==> src/rtl/mem_port_arbiter_pkg.sv <==
// Shared constants for the memory port arbiter: FSM states and default sizes.
package mem_port_arbiter_pkg;

  typedef enum logic [1:0] {
    StIdle     = 2'd0,
    StIssue    = 2'd1,
    StComplete = 2'd2
  } state_e;

  localparam int unsigned DefNumReq     = 2;
  localparam int unsigned DefMaddrWidth = 16;
  localparam int unsigned DefMdataWidth = 16;
  localparam int unsigned DefTimeout    = 255;

  // Width of a requester index; at least one bit so a single requester still has a port.
  function automatic int unsigned idx_width(input int unsigned n);
    return (n > 1) ? $clog2(n) : 1;
  endfunction

endpackage

==> src/rtl/mem_port_arbiter_rr_pick.sv <==
// Combinational round-robin selector: the first requester after last_owner wins.
module mem_port_arbiter_rr_pick
  import mem_port_arbiter_pkg::*;
#(
  parameter int unsigned NUM_REQ   = DefNumReq,
  parameter int unsigned IDX_WIDTH = idx_width(NUM_REQ)
) (
  input  logic [NUM_REQ-1:0]   req,
  input  logic [IDX_WIDTH-1:0] last_owner,
  output logic [IDX_WIDTH-1:0] winner,
  output logic                 valid
);

  logic [IDX_WIDTH-1:0] cand;

  // Walk from the farthest candidate to the nearest so the nearest one after last_owner wins.
  always_comb begin
    winner = '0;
    valid  = 1'b0;
    cand   = '0;
    for (int i = int'(NUM_REQ); i > 0; i--) begin
      cand = IDX_WIDTH'((int'(last_owner) + i) % int'(NUM_REQ));
      if (req[cand]) begin
        winner = cand;
        valid  = 1'b1;
      end
    end
  end

endmodule

==> src/rtl/mem_port_arbiter.sv <==
// Shares one memory port among NUM_REQ requesters with round-robin arbitration,
// a per-transaction ready timeout and one-cycle done/error completion pulses.
module mem_port_arbiter
  import mem_port_arbiter_pkg::*;
#(
  parameter int unsigned NUM_REQ     = DefNumReq,
  parameter int unsigned MADDR_WIDTH = DefMaddrWidth,
  parameter int unsigned MDATA_WIDTH = DefMdataWidth,
  parameter int unsigned TIMEOUT     = DefTimeout
) (
  input  logic                           clock,
  input  logic                           reset,
  input  logic [NUM_REQ-1:0]             req_valid,
  input  logic [NUM_REQ-1:0]             req_write,
  input  logic [NUM_REQ*MADDR_WIDTH-1:0] req_addr,
  input  logic [NUM_REQ*MDATA_WIDTH-1:0] req_wdata,
  output logic [NUM_REQ-1:0]             gnt,
  output logic [NUM_REQ-1:0]             done,
  output logic [NUM_REQ-1:0]             error,
  output logic [MDATA_WIDTH-1:0]         rdata,
  output logic                           mem_read_enable,
  output logic                           mem_write_enable,
  output logic [MADDR_WIDTH-1:0]         mem_addr,
  output logic [MDATA_WIDTH-1:0]         mem_write_data,
  input  logic [MDATA_WIDTH-1:0]         mem_read_data,
  input  logic                           mem_read_ready,
  input  logic                           mem_write_ready,
  output logic                           busy
);

  localparam int unsigned IdxW = idx_width(NUM_REQ);
  localparam int unsigned CntW = $clog2(TIMEOUT + 1);
  localparam logic [CntW-1:0] TimeoutVal = CntW'(TIMEOUT);

  state_e          state;
  logic [IdxW-1:0] owner;
  logic [IdxW-1:0] last_owner;
  logic            is_write;
  logic [CntW-1:0] wait_cnt;
  logic [CntW-1:0] cnt_inc;
  logic            ready_hit;
  logic [IdxW-1:0] pick_idx;
  logic            pick_valid;

  logic [MADDR_WIDTH-1:0] addr_slot  [NUM_REQ];
  logic [MDATA_WIDTH-1:0] wdata_slot [NUM_REQ];

  for (genvar k = 0; k < NUM_REQ; k++) begin : g_unpack
    assign addr_slot[k]  = req_addr[k*MADDR_WIDTH +: MADDR_WIDTH];
    assign wdata_slot[k] = req_wdata[k*MDATA_WIDTH +: MDATA_WIDTH];
  end

  mem_port_arbiter_rr_pick #(
    .NUM_REQ   (NUM_REQ),
    .IDX_WIDTH (IdxW)
  ) rr_pick (
    .req        (req_valid),
    .last_owner (last_owner),
    .winner     (pick_idx),
    .valid      (pick_valid)
  );

  // Only the ready matching the latched direction can finish a transaction.
  always_comb begin
    ready_hit = is_write ? mem_write_ready : mem_read_ready;
    cnt_inc   = wait_cnt + CntW'(1);
  end

  // Transaction FSM; every output is registered and follows the state it belongs to.
  always_ff @(posedge clock) begin
    if (reset) begin
      state            <= StIdle;
      owner            <= '0;
      last_owner       <= IdxW'(NUM_REQ - 1);
      is_write         <= 1'b0;
      wait_cnt         <= '0;
      gnt              <= '0;
      done             <= '0;
      error            <= '0;
      rdata            <= '0;
      mem_read_enable  <= 1'b0;
      mem_write_enable <= 1'b0;
      mem_addr         <= '0;
      mem_write_data   <= '0;
      busy             <= 1'b0;
    end else begin
      done  <= '0;
      error <= '0;
      unique case (state)
        StIdle: begin
          if (pick_valid) begin
            owner            <= pick_idx;
            is_write         <= req_write[pick_idx];
            mem_addr         <= addr_slot[pick_idx];
            mem_write_data   <= wdata_slot[pick_idx];
            mem_write_enable <= req_write[pick_idx];
            mem_read_enable  <= ~req_write[pick_idx];
            gnt              <= NUM_REQ'(1) << pick_idx;
            wait_cnt         <= '0;
            busy             <= 1'b1;
            state            <= StIssue;
          end
        end
        StIssue: begin
          if (ready_hit) begin
            if (!is_write) begin
              rdata <= mem_read_data;
            end
            mem_read_enable  <= 1'b0;
            mem_write_enable <= 1'b0;
            mem_addr         <= '0;
            mem_write_data   <= '0;
            done             <= gnt;
            state            <= StComplete;
          end else begin
            wait_cnt <= cnt_inc;
            if (cnt_inc == TimeoutVal) begin
              mem_read_enable  <= 1'b0;
              mem_write_enable <= 1'b0;
              mem_addr         <= '0;
              mem_write_data   <= '0;
              error            <= gnt;
              state            <= StComplete;
            end
          end
        end
        StComplete: begin
          gnt        <= '0;
          busy       <= 1'b0;
          last_owner <= owner;
          state      <= StIdle;
        end
        default: begin
          state <= StIdle;
        end
      endcase
    end
  end

endmodule

==> config.mk <==
export PLATFORM = sky130hd
export DESIGN_NAME = mem_port_arbiter
export DESIGN_NICKNAME = d
export VERILOG_FILES = /design/src/rtl/mem_port_arbiter_pkg.sv /design/src/rtl/mem_port_arbiter_rr_pick.sv /design/src/rtl/mem_port_arbiter.sv
export SDC_FILE = /design/constraint.sdc
export NUM_CORES = 1
export LEC_CHECK = 0
export CORE_ASPECT_RATIO = 1.2
export CORE_MARGIN = 2
export CORE_UTILIZATION = 38
export DETAILED_ROUTE_END_ITERATION = 6
export GPL_TIMING_DRIVEN = 0
export PLACE_DENSITY = 0.84
export SYNTH_ARGS = -nofsm -noshare
export SYNTH_HDL_FRONTEND = slang
export SYNTH_SLANG_ARGS = --single-unit
export TNS_END_PERCENT = 100
==> constraint.sdc <==
create_clock -name clock -period 2.3 [get_ports clock]
set_input_delay 0.46 -clock clock [delete_from_list [all_inputs] [get_ports clock]]
set_output_delay 0.46 -clock clock [all_outputs]
set_load 0.01 [all_outputs]
==> out/metrics.yaml <==
via_total_after_detailed_routing: 3596
period_needed_ps: 2249
mostFrequentLayoutCell: "clkdlybuf4s50_1"
route.detailed.drc: 0
peakVddDrop_v: 0.0003497
final_area_um2: 5144
layout.nets: 678
worst_slew_margin_rel: 0.6093
average_detailed_routed_wire_length_per_instance_um: 14.24
finalSetupViolCount: 0
fin_worst_skew_ps: 16.57
drt_first_pass_iters: 4
die_area_um2: 9451
tritoncts: "built"
hpwl_um: 7645
synthArstFlopShare: 0
placement_cell_area_um2: 4888
dp_cells: 694
fp.dieH_um: 106.1
critPathLaunchType: "flop"
grt_antenna_before_repair: 0
via_count_of_the_first_global_routing_pass: 3502
critical_path_peak_fanout: 10
kind_of_end_point_of_the_critical_path: "flop"
cellLeakagePower_nw: 1.830
post_synth_num_cell_types: 42
post-synth-top-area-cell: "dfxtp_1"
filler_cell_count: 768
maxCapViolations: 0
seq_area_um2: 1408
multi_input_area_um2: 1824
finalCritPeriodShare: 0.9777
power.density_nw_per_um2: 617.5
via_per_inst: 5.065
sink_count: 70
arrival_ps: 2470
core_area_um2: 8518
finalWeightedCongestion: 0.8377
synth_enable_flop_cells: 0
worstSkewPairLatency_ps: 350
antenna_cells_inserted: 0
max_slew_violation_count: 0
grt_start_max_net_pins: 12
cts_buffers: 9
outcome: "complete, no violations"
io_buffers: 144
setup_total_negative_slack_ps: 0
dr.first_iter.drc_count: 134
ctsHoldBuffers: 0
hold_slack_ps: 459.6
grt_pass1_wl_um: 15900
final_util: 0.6038
max_freq_ghz: 0.4447
postSynth.topFlopCell: "dfxtp_1"
initial_core_utilization: 0.3875
grt-ovfl-total: 0
avgSynthCellArea_um2: 7.623
cts.clk_slew.worst_paths_ps: 70
worst-setup-path-type: "reg2reg"
detail_route.wirelength_um: 10110
rows: 37
drive_above_1_share: 0.06914
area.growth.synth_to_final_pct: 55.84
synth_top_cell_area_share: 0.4246
cts-root-buf: "clkbuf_8"
mostFrequentLayoutCells: "clkdlybuf4s50_1 (144), nand2_1 (105), dfxtp_1 (67)"
synth_seq_cells: 70
clock_tree.htree_level_count: 3
finish.cell_count_without_fillers: 710
crit_required_ps: 2520
io_pins: 145
antenna_violating_nets_post_route: 0
postSynthCellCount: 433
tightest_slew_ps: 583.9
worst_hold_path_type: "reg2reg"
synth_sequential_area_ratio: 0.4246
cts.path.max_buffers: 2
yosys_warnings: 0
globalRouteTotalUtil: 0.2102
top_area_cells_in_the_synthesized_netlist: "dfxtp_1 (42%), nand2_1 (12%), a21oi_1 (9.1%), nor2_1 (6.3%), a211oi_1 (4.5%)"
hold_viol: 0
chipWidth_um: 89.08
synth.net_count: 523
post_synth_instance_area_um2: 3301
[through the flow]
| stage | worst slack (ps) | total power (W) |
|---|---|---|
| global placement | -541.7 | 0.002296 |
| global route | -51.65 | 0.003352 |
| CTS | 1.043 | 0.003182 |
| floorplan | 93.01 | 0.001863 |
| finish | 51.21 | 0.003176 |
| detailed placement | -523.6 | 0.002317 |
[critical path, cell delays in order, from the launching register on]
cell	delay, ps
dfxtp_4	370
ha_4	180
nand2b_4	150
nor4b_4	320
o31ai_4	100
or3_4	390
buf_6	150
buf_6	140
a311o_1	340
[registers in the layout, indices dropped and copies added, names as in the netlist]
signal            flops
busy                  1
done                  2
error                 2
gnt                   2
is_write              1
last_owner            1
mem_addr             16
mem_read_enable       1
mem_write_data       16
mem_write_enable      1
owner                 1
rdata                16
state                 2
wait_cnt              8
[cell usage after synthesis, drive strengths merged (2+ instances only)]
master / number
o21ai: 8
a21oi: 60
and2: 2
a211oi: 20
dfxtp: 70
nand2: 105
buf: 7
nand2b: 4
nand3b: 2
ha: 2
nand3: 2
a22oi: 2
a21bo: 2
nor3b: 15
and3: 3
nor2: 55
mux2i: 2
inv: 6
nor3: 9
nor2b: 4
clkbuf: 21
a311o: 14
o31ai: 3
a31oi: 2
[path summary, 6_finish.rpt]
kind               start           to  slack, ps  cells after the start
min             rdata[4]     rdata[4]        460                      2
max          wait_cnt[1]  mem_addr[9]         50                      8
min reg2reg     rdata[4]     rdata[4]        460                      2
max reg2reg  wait_cnt[1]  mem_addr[9]         50                      8
[cell families after synthesis]
family / Yosys count / synth area share
AO/OA/AOI/OAI: 116 / 0.2290
adder cells (fa/ha/maj): 2 / 0.007580
buffers and inverters: 34 / 0.04549
multiplexers: 2 / 0.006065
AND/OR/NAND/NOR: 207 / 0.2820
flip-flops: 70 / 0.4246
XOR/XNOR: 2 / 0.005308
[where the power goes]
group	total, W	leakage [nW]	internal, W	switching (W)
combinational	0.000918	1.17	0.000467	0.000450
clock	0.000867	0.0861	0.000416	0.000451
sequential	0.00139	0.573	0.00132	0.0000732
[what timing repair did]
| action | CTS | global route |
|---|---|---|
| pin swaps | 1 | 2 |
| endpoints found under the setup margin | 23 | 25 |
| gates resized for setup | 8 | 14 |
| setup buffers | 1 | 0 |
[routing by layer]
layer | GRT usage | share of wire
met5 | 0 | 0
met4 | 0.07463 | 0.024
met3 | 0.03882 | 0.058
met2 | 0.3783 | 0.52
met1 | 0.2415 | 0.40
[area by class of cell]
cell class | count | area share
multi-input cells | 329 | 0.3547
repair buffers | 145 | 0.2817
flip-flops and latches | 70 | 0.2737
well taps | 117 | 0.02846
clock buffers | 12 | 0.02822
plain buffers | 27 | 0.02457
clock inverters | 4 | 0.004378
inverters | 6 | 0.004378
(Power assumes the default switching activity.)
